===== config.mk =====
export PLATFORM = sky130hd
export DESIGN_NAME = csel_adder_pipe
export DESIGN_NICKNAME = d
export VERILOG_FILES = /design/src/rtl/csel_adder_pipe.sv
export SDC_FILE = /design/constraint.sdc
export NUM_CORES = 1
export LEC_CHECK = 0
export ABC_AREA = 1
export CORE_ASPECT_RATIO = 1.5
export CORE_UTILIZATION = 40
export DETAILED_ROUTE_END_ITERATION = 8
export GPL_ROUTABILITY_DRIVEN = 0
export PLACE_DENSITY = 0.6
export SYNTH_ARGS = -nofsm -noshare
export SYNTH_HDL_FRONTEND = slang
export SYNTH_SLANG_ARGS = --single-unit

===== constraint.sdc =====
create_clock -name clk -period 16.3 [get_ports clk]
set_clock_uncertainty 0.15 [all_clocks]
set_input_delay 3.26 -clock clk [delete_from_list [all_inputs] [get_ports clk]]
set_output_delay 3.26 -clock clk [all_outputs]
set_load 0.005 [all_outputs]

===== src/rtl/csel_adder_pipe.sv =====
`default_nettype none
// ============================================================================
//  Module      : csel_adder_pipe
//  Description : Pipelined carry-select adder/subtractor. Each stage resolves
//                one BLOCK-bit segment by choosing between two precomputed
//                candidate sums with the carry registered by the stage before.
//                A valid/ready handshake freezes the whole pipe on stall.
//  Revision    : 1.0 - initial release
// ============================================================================
module csel_adder_pipe #(
    parameter int WIDTH = 32,
    parameter int BLOCK = 8
) (
    input  logic             clk,
    input  logic             rst,
    input  logic             in_valid,
    output logic             in_ready,
    input  logic [WIDTH-1:0] a,
    input  logic [WIDTH-1:0] b,
    input  logic             cin,
    input  logic             sub,
    output logic             out_valid,
    input  logic             out_ready,
    output logic [WIDTH-1:0] sum,
    output logic             cout,
    output logic             ovf
);

    localparam int NSEG = WIDTH / BLOCK;

    logic             w_adv;
    logic [WIDTH-1:0] w_b_eff;
    logic             w_c_eff;

    // Subtraction is a + ~b + ~borrow_in.
    assign w_b_eff = sub ? ~b : b;
    assign w_c_eff = cin ^ sub;

    // One global enable: every stage moves together or holds together.
    assign w_adv    = out_ready | ~out_valid;
    assign in_ready = w_adv;

    for (genvar k = 0; k < NSEG; k++) begin : g_stage
        // Operand bits still to be consumed arriving at this stage, and
        // resolved sum bits leaving it.
        localparam int RIN  = WIDTH - k * BLOCK;
        localparam int SOUT = (k + 1) * BLOCK;

        logic [RIN-1:0]  w_a_in;
        logic [RIN-1:0]  w_b_in;
        logic            w_c_in;
        logic            w_v_in;
        logic [BLOCK:0]  w_s0;
        logic [BLOCK:0]  w_s1;
        logic [BLOCK:0]  w_sel;
        logic            r_v;
        logic            r_c;
        logic [SOUT-1:0] r_s;

        // Both candidate sums for the current segment; carry picks one.
        assign w_s0  = {1'b0, w_a_in[BLOCK-1:0]} + {1'b0, w_b_in[BLOCK-1:0]};
        assign w_s1  = w_s0 + {{BLOCK{1'b0}}, 1'b1};
        assign w_sel = w_c_in ? w_s1 : w_s0;

        // Beat valid bit and segment carry-out.
        always_ff @(posedge clk or posedge rst) begin
            if (rst) begin
                r_v <= 1'b0;
                r_c <= 1'b0;
            end else if (w_adv) begin
                r_v <= w_v_in;
                r_c <= w_sel[BLOCK];
            end
        end

        if (k == 0) begin : g_head
            assign w_a_in = a;
            assign w_b_in = w_b_eff;
            assign w_c_in = w_c_eff;
            assign w_v_in = in_valid;

            // First resolved segment.
            always_ff @(posedge clk or posedge rst) begin
                if (rst) begin
                    r_s <= '0;
                end else if (w_adv) begin
                    r_s <= w_sel[BLOCK-1:0];
                end
            end
        end else begin : g_body
            assign w_a_in = g_stage[k-1].g_fwd.r_a;
            assign w_b_in = g_stage[k-1].g_fwd.r_b;
            assign w_c_in = g_stage[k-1].r_c;
            assign w_v_in = g_stage[k-1].r_v;

            // Append this segment above the ones resolved upstream.
            always_ff @(posedge clk or posedge rst) begin
                if (rst) begin
                    r_s <= '0;
                end else if (w_adv) begin
                    r_s <= {w_sel[BLOCK-1:0], g_stage[k-1].r_s};
                end
            end
        end

        if (k < NSEG - 1) begin : g_fwd
            logic [RIN-BLOCK-1:0] r_a;
            logic [RIN-BLOCK-1:0] r_b;

            // Skew registers carrying the unconsumed operand segments.
            always_ff @(posedge clk or posedge rst) begin
                if (rst) begin
                    r_a <= '0;
                    r_b <= '0;
                end else if (w_adv) begin
                    r_a <= w_a_in[RIN-1:BLOCK];
                    r_b <= w_b_in[RIN-1:BLOCK];
                end
            end
        end else begin : g_last
            logic r_ovf;

            // Carry into the MSB is a^b^sum at that bit; xor with carry-out.
            always_ff @(posedge clk or posedge rst) begin
                if (rst) begin
                    r_ovf <= 1'b0;
                end else if (w_adv) begin
                    r_ovf <= w_a_in[BLOCK-1] ^ w_b_in[BLOCK-1]
                           ^ w_sel[BLOCK-1] ^ w_sel[BLOCK];
                end
            end
        end
    end

    assign out_valid = g_stage[NSEG-1].r_v;
    assign sum       = g_stage[NSEG-1].r_s;
    assign cout      = g_stage[NSEG-1].r_c;
    assign ovf       = g_stage[NSEG-1].g_last.r_ovf;

endmodule
`default_nettype wire


-- Yosys cells after proc, flatten, opt, wreduce, memory -nomap -nowiden
Cells that the tools add are included.
- RAM bits: 0
- bits in registers: 185
- latch bits: 0
- output and inout bits: 36
- memory bits (read-only): 0
- bits of input ports: 70
- memories kept: 0
- reduce and logical (&&, ||, !) cells: 0
- equal/unequal tests: 0
- $add $sub $neg: 8
- mux-type cells: 5
- order comparisons: 0
- bitwise gates (word level): 7
- shift operators: 0
- $mul: 0
- divide/modulo/power cells: 0
- operators with widths (operator ; number):
    adder 8 x 8 -> 9 bit ; 4
    adder 9 x 1 -> 9 bit (second input constant) ; 4
    two-way mux 9 bit ; 4
    two-way mux 32 bit ; 1
    NOT 32 bit ; 1
    XOR 1 bit ; 4
    NOT 1 bit ; 1
    bitwise OR 1 bit ; 1

-- Depth between registers and ports, before layout
Gate-level depths: netlist (run 1).
- depth after elaboration: 5
- depth in mapped cells: 17
- depth with buffers taken out: 15

-- Least setup slack after synthesis (run 1)
OpenSTA, ideal clock, no wires.
- kind: input port to output port
- start point: input out_ready
- end point: output in_ready
- path slack: 8.903 ns
- data arrival time: 3.987 ns
- required time: 12.890 ns
- stages on the path: 4
- cells stage by stage: nor2_1 -> inv_1 -> clkbuf_1 -> clkbuf_1
- cells in the longest elaborated chain, start to end: 1
- RTL lines (what ; RTL line ; source):
    start: declaration ; 23 ; input logic out_ready,
    bitwise OR 1 bit ; 40 ; assign w_adv = out_ready | ~out_valid;
    end: declaration ; 17 ; output logic in_ready,
No other way between the ends.

-- Worst setup path after layout (run 1)
Ends and elaborated chain as after synthesis.

==> flow_summary.toml, run 1 <==
[synthesis]
syn_nets = 1225
synth_top_cells_by_area = "sky130_fd_sc_hd__dfrtp_1 (49%), sky130_fd_sc_hd__nand2_1 (15%), sky130_fd_sc_hd__o21ai_0 (6.5%), sky130_fd_sc_hd__ha_1 (4.9%), sky130_fd_sc_hd__inv_1 (4.3%)"
number_of_enable_flip_flop_cells_after_synthesis = 0
ys_dominant_reg_cell = "sky130_fd_sc_hd__dfrtp_1"
cell_accounting_for_the_most_synthesized_area = "sky130_fd_sc_hd__dfrtp_1"
syn_avg_cell_area_um2 = 8.43
yosysUniqueCellTypes = 42
mappedNetlistArea_um2 = 9400
yosysSeqAreaShare_pct = 49.3
synthArstFlopShare_pct = 100
ys_warn_count = 0
yosys_register_bits = 185
postSynthCellCount = 1114
synth_top_cell_area_share_pct = 49.3

[global_route]
grt_pass1_vias = 6981
grt_start_max_net_pins = 117
global_route_usage_over_all_layers_pct = 16.8
grt-ovfl-total = 0
antenna_found_initial = 1
grt_pass1_wl_um = 32500

[drt]
drtAntennaViolNets = 0
first_iter_violations = 359
totalWireLength_um = 18700
drt-wirelength-per-cell_um = 12.3
drtPass1Iterations = 4
post_drt_via_cell_ratio = 4.62
route.detailed.drc = 0
dr_total_vias = 7050

[floorplanning]
die_area_um2 = 24100
floorplan.initialDensity_pct = 40.8
core.rowCount = 68
count_of_boundary_i_o_pins = 106
core_box_area_um2 = 23100
die_w_um = 127
die_height_um = 190

[hold_path]
worst_hold_path_type = "flip-flop to flip-flop"
holdPathStages = 2

[sta]
timing.final.max_slew_violations = 0
timing.fmax_mhz = 118
unrepaired_setup_endpoints_after_global_routing = "false"
worst-slew-pin-transition_ns = 1.02
finalCritPeriodShare_pct = 52.2
setup_viol = 0
slew-limit-headroom_pct = 32.2
timing.final.hold_violations = 0
timing.setup.tns_ns = 0
final_period_minus_worst_setup_slack_ns = 8.51

[worst_setup_path]
cpPeakStageDelay_ns = 0.55
reg_to_reg_startpoint = "out_valid"
path_max_fanout = 67
timing.critical_path.from = "out_ready"
timing.critical_path.required_ns = 12.89
critical_path.most_common_cell = "sky130_fd_sc_hd__clkdlybuf4s50_1"
setup.reg_to_reg.worst_slack_ns = 13.08
crit_chain = "clkdlybuf4s50_1 -> nor2_4 -> inv_4 -> clkdlybuf4s50_1"
critical_path.top_delay_family = "buffers and inverters"
worst_setup_path_endpoint = "in_ready"
cp.buffers_inverters = 3
crit-reg2reg-capture = "g_stage[0].g_fwd.r_b[10]"
worstPathArrival_ns = 5.10
reg2reg_depth = 5
cp-end-kind = "primary output"
crit_path_start_kind = "input pin"
timing_worst_setup_path_type = "input pin to primary output"
crit_slowest_cell = "sky130_fd_sc_hd__clkdlybuf4s50_1"
critical_path_depth = 4

[cts]
post_cts.resized_instances = 0
clkLatencyLatePin_ns = 0.43
clk_pin_slew_ns = 0.07
cts_num_sinks = 185
cts_setup_buffers = 0
ctsRootBufferMaster = "sky130_fd_sc_hd__clkbuf_16"
cts_hold_buf = 0
cts_made_buffers = 17
cts_h_tree_depth = 4
max-clock-path-buffers = 2
cts_tree = "built"

[placed_design]
detailedPlacementHpwl_um = 12800
io_buffers = 105
cell_area_after_placement_um2 = 10700
placed_cells_incl_taps = 1494

[power_and_ir_drop]
power.static_leakage_nw = 5.47
power.ir.vdd_worst_uv = 91.6
power_density_nw_per_um2 = 193

[finish]
mostFrequentLayoutCell = "sky130_fd_sc_hd__nand2_1"
final_cell_area_um2 = 11300
fin_nets = 1309
fraction_of_final_layout_cells_with_drive_strength_greater_than_1_pct = 7.27
area_delta_synth_final_pct = 20.4
final_cells = 1527
post_route_core_utilization_pct = 49.1
layout_common_cells = "sky130_fd_sc_hd__nand2_1 (375), sky130_fd_sc_hd__dfrtp_1 (185), sky130_fd_sc_hd__o21ai_0 (122), sky130_fd_sc_hd__inv_1 (106), sky130_fd_sc_hd__clkdlybuf4s50_1 (104)"

[run_status]
outcome = "completed"

[run]
drv.max_cap_violation_count = 0
[layout make-up]
type,instances,area [µm²]
timing repair buffer,110,1080
antenna,1,2.50
clock buffer,20,457
clock inverter,12,161
inverter,112,430
tap,315,394
fill,2229,11700
sequential,185,4630
multi-input combinational,772,4150
[Yosys cell counts, types with 2 or more instances]
master and instances:
sky130_fd_sc_hd__o21bai_1 4, sky130_fd_sc_hd__o22ai_1 3, sky130_fd_sc_hd__nand2_2 13, sky130_fd_sc_hd__fa_1 4
sky130_fd_sc_hd__nor2_1 31, sky130_fd_sc_hd__a21oi_1 16, sky130_fd_sc_hd__o21ai_0 122, sky130_fd_sc_hd__o211ai_1 3
sky130_fd_sc_hd__or2_1 2, sky130_fd_sc_hd__ha_1 37, sky130_fd_sc_hd__nand3b_1 3, sky130_fd_sc_hd__buf_2 13
sky130_fd_sc_hd__nand3_1 43, sky130_fd_sc_hd__nand4_1 16, sky130_fd_sc_hd__xnor2_1 34, sky130_fd_sc_hd__xor2_2 3
sky130_fd_sc_hd__nor2_4 3, sky130_fd_sc_hd__nand3_2 10, sky130_fd_sc_hd__inv_1 108, sky130_fd_sc_hd__nand4_2 2
sky130_fd_sc_hd__o21ai_1 4, sky130_fd_sc_hd__inv_2 3, sky130_fd_sc_hd__nand2_4 4, sky130_fd_sc_hd__o31ai_1 3
sky130_fd_sc_hd__xor2_1 17, sky130_fd_sc_hd__dfrtp_1 185, sky130_fd_sc_hd__buf_4 2, sky130_fd_sc_hd__nor2_2 6
sky130_fd_sc_hd__nor3_1 3, sky130_fd_sc_hd__a31oi_1 4, sky130_fd_sc_hd__clkbuf_1 25, sky130_fd_sc_hd__buf_1 4
sky130_fd_sc_hd__nand2_1 375
[state kept, by name, summed over array words and instances, names as in the netlist]
name and count:
ovf 1, g_stage.g_fwd.r_a 48, g_stage.r_s 48, g_stage.r_v 3, out_valid 1, sum 32, g_stage.g_fwd.r_b 48, cout 1
g_stage.r_c 3
[how the worst min path moves through the flow]
stage | startpoint | end | slack [ns]
detailed placement | g_stage[2].r_s[2] | sum[2] | 0.30
global placement | g_stage[2].r_v | out_valid | 0.30
global route | g_stage[2].r_s[2] | sum[2] | 0.34
finish | g_stage[2].r_s[2] | sum[2] | 0.31
floorplan | g_stage[2].r_v | out_valid | 0.29
CTS | g_stage[2].r_s[2] | sum[2] | 0.32
[power breakdown]
group / internal [mW] / total [mW] / switching, mW
Sequential: 0.664 / 0.769 / 0.105
Clock: 0.252 / 0.434 / 0.183
Combinational: 0.402 / 0.984 / 0.582
Total: 1.32 / 2.19 / 0.870
[logic make-up after synthesis]
family / synth area share (%)
and+or+nand+nor: 23.6
AOI/OAI and AO/OA: 9.47
xor gates and xnor gates: 5.27
buffers and inverters: 6.60
adders and majority gates: 5.78
DFF: 49.3
[worst min-delay path, cell delays in order, from the launching register on]
cell                      delay, ns
sky130_fd_sc_hd__dfrtp_1       0.34
sky130_fd_sc_hd__nand2_1       0.05
sky130_fd_sc_hd__nand2_1       0.04
[through the flow]
step           power, mW  setup WS (ns)  hold slack, ns
3_5_place_dp        1.78           7.79           0.303
3_3_place_gp        1.75           7.81           0.299
4_1_cts             2.22           7.78           0.318
6_report            2.19           7.79           0.311
2_1_floorplan       1.50           7.86           0.290
5_1_grt             2.40           7.67           0.339
[metal layers]
layer  vias to the layer above  share of wire [%]  global-route usage [%]
met3                        16                2.4                    3.12
li1                       3715                  -                       -
met2                        90                 50                    29.5
met5                         -                  0                       0
met4                         0                1.7                    5.59
met1                      3229                 46                    20.8
Note: power is estimated with default switching activity, not from simulation.
==> run 2: changes to the inputs <==
Clock period 16.3 ns to 8.5 ns, I/O delays scaled along.
==> run 2 against run 1 <==
Routed wire length about the same; highest routed layer unchanged; cell count hardly changed; largest power group unchanged; total power is 92% higher; sequential cell count is the same; die area stayed put; first-iteration DRC count decreased by 3.6%; non-clock buffer count did not move; via count decreased by 0.41%.
==> flow_summary.toml, run 2 (same netlist as run 1, synthesis figures left out) <==
[run_status]
outcome = "completed"

[floorplanning]
core_box_area_um2 = 23100
count_of_boundary_i_o_pins = 106
die_height_um = 190
core.rowCount = 68
die_w_um = 127
die_area_um2 = 24100
floorplan.initialDensity_pct = 40.8

[sta]
fin_ws_ns = 3.24
timing.final.hold_violations = 0
worst-slew-pin-transition_ns = 1.05
timing.setup.tns_ns = 0
slew-limit-headroom_pct = 29.8
unrepaired_setup_endpoints_after_global_routing = "false"
timing.final.max_slew_violations = 0
finalCritPeriodShare_pct = 61.8
final_period_minus_worst_setup_slack_ns = 5.26
timing.fmax_mhz = 190
setup_viol = 0

[run]
drv.max_cap_violation_count = 0

[worst_setup_path]
crit_path_start_kind = "input pin"
worstPathArrival_ns = 3.41
cp-end-kind = "primary output"
path_max_fanout = 72
timing_worst_setup_path_type = "input pin to primary output"
timing.critical_path.required_ns = 6.65

[placed_design]
detailedPlacementHpwl_um = 12700
io_buffers = 105
cell_area_after_placement_um2 = 10700
place_ws_ns = 3.21

[finish]
fin_nets = 1309
fraction_of_final_layout_cells_with_drive_strength_greater_than_1_pct = 7.35
layout_common_cells = "sky130_fd_sc_hd__nand2_1 (375), sky130_fd_sc_hd__dfrtp_1 (185), sky130_fd_sc_hd__o21ai_0 (122), sky130_fd_sc_hd__inv_1 (106), sky130_fd_sc_hd__clkdlybuf4s50_1 (104)"
area_delta_synth_final_pct = 20.5
area_taken_by_multi_input_logic_gates_um2 = 4150
final_cell_area_um2 = 11300
num_antenna_cells = 0
fill_cells = 2223
largest_registers = "g_stage.g_fwd.r_a (48), g_stage.g_fwd.r_b (48), g_stage.r_s (48)"
ff_latch_area_um2 = 4630
mostFrequentLayoutCell = "sky130_fd_sc_hd__nand2_1"

[drt]
first_iter_violations = 346
dr_total_vias = 7021
drtPass1Iterations = 4
totalWireLength_um = 18700
drt-wirelength-per-cell_um = 12.3
drtAntennaViolNets = 0
post_drt_via_cell_ratio = 4.60
route.detailed.drc = 0

[cts]
cts_made_buffers = 17
clk_pin_slew_ns = 0.07
cts_setup_buffers = 0
cts_h_tree_depth = 4
cts_num_sinks = 185
cts_hold_buf = 0
clkLatencyLatePin_ns = 0.44
ctsRootBufferMaster = "sky130_fd_sc_hd__clkbuf_16"
cts_tree = "built"
max-clock-path-buffers = 2
post_cts.resized_instances = 0

[power_and_ir_drop]
power_density_nw_per_um2 = 372
power.static_leakage_nw = 5.46
power.combinational.fraction_pct = 45.0
power_frac_seq_pct = 35.0
total_switching_power_mw = 1.69
share_of_power_burned_in_the_clock_network_pct = 20.0
power.ir.vdd_worst_uv = 311
switching_share_pct = 40.2
power.internal_mw = 2.52

[global_route]
antenna_found_initial = 0
grt_pass1_vias = 6801
global_route_usage_over_all_layers_pct = 16.9
grt-ovfl-total = 0
grt_start_max_net_pins = 115
grt_pass1_wl_um = 32300

[hold_path]
worst_hold_path_type = "flip-flop to flip-flop"
==> run 2: cell count changes in the layout (fill, tap and decap cells not counted) <==
cell / before / now
sky130_fd_sc_hd__clkinvlp_4: 0 / 3
sky130_fd_sc_hd__diode_2: 1 / 0
sky130_fd_sc_hd__clkinv_2: 2 / 0
sky130_fd_sc_hd__clkinv_4: 4 / 1
sky130_fd_sc_hd__inv_8: 1 / 4
sky130_fd_sc_hd__inv_6: 3 / 4
sky130_fd_sc_hd__clkbuf_1: 1 / 0
sky130_fd_sc_hd__clkinv_8: 0 / 1
sky130_fd_sc_hd__clkbuf_8: 2 / 0
==> run 2: cell type report <==
| class | count | area share [%] |
|---|---|---|
| clock buffer | 17 | 3.76 |
| sequential | 185 | 40.9 |
| tap | 315 | 3.48 |
| multi-input combinational | 772 | 36.7 |
| clock inverter | 15 | 1.82 |
| inverter | 112 | 3.80 |
| timing repair buffer | 110 | 9.57 |
==> run 2: through the flow <==
stage | power, mW | util [%] | hold slack, ns | cells
3_5_place_dp | 3.40 | 46.4 | 0.302 | 1494
2_1_floorplan | 2.87 | - | 0.290 | 1114
5_1_grt | 4.62 | 49.1 | 0.339 | 1526
6_report | 4.21 | 49.1 | 0.316 | 1526
3_3_place_gp | 3.36 | 46.4 | 0.303 | 1494
4_1_cts | 4.27 | 49.1 | 0.320 | 1526
==> run 2: critical path: stages <==
cell and delay, ns:
sky130_fd_sc_hd__clkdlybuf4s50_1 0.50, sky130_fd_sc_hd__nor2_4 0.06, sky130_fd_sc_hd__inv_4 0.49, sky130_fd_sc_hd__clkdlybuf4s50_1 0.63
==> run 2: power by group through the flow <==
| stage | sequential, mW | combinational [mW] | clock (mW) |
|---|---|---|---|
| after floorplan | 1.45 | 1.43 | 0 |
| after global placement | 1.49 | 1.87 | 0 |
| after detailed placement | 1.49 | 1.91 | 0 |
| after CTS | 1.48 | 1.93 | 0.867 |
| after global routing | 1.52 | 2.19 | 0.903 |
| final | 1.47 | 1.90 | 0.841 |
==> run 2: final timing paths <==
kind                                   start                  endpoint  slack, ns  cells past startpoint
min reg2reg                g_stage[2].r_s[1]                    sum[1]       0.32                      2
max                                out_ready                  in_ready       3.24                      4
min in group asynchronous                rst                   sum[22]       1.67                      2
min                        g_stage[2].r_s[1]                    sum[1]       0.32                      2
max reg2reg                        out_valid  g_stage[0].g_fwd.r_b[23]       5.50                      5
max in group asynchronous                rst   g_stage[2].g_fwd.r_a[4]       5.08                      3
==> run 2: routing by layer <==
layer	global-route usage (%)	vias up	share of wire (%)
met5	0	-	0
met4	6.00	0	1.8
met3	3.04	19	2.5
met2	29.2	95	49
met1	21.0	3199	47
li1	-	3708	-
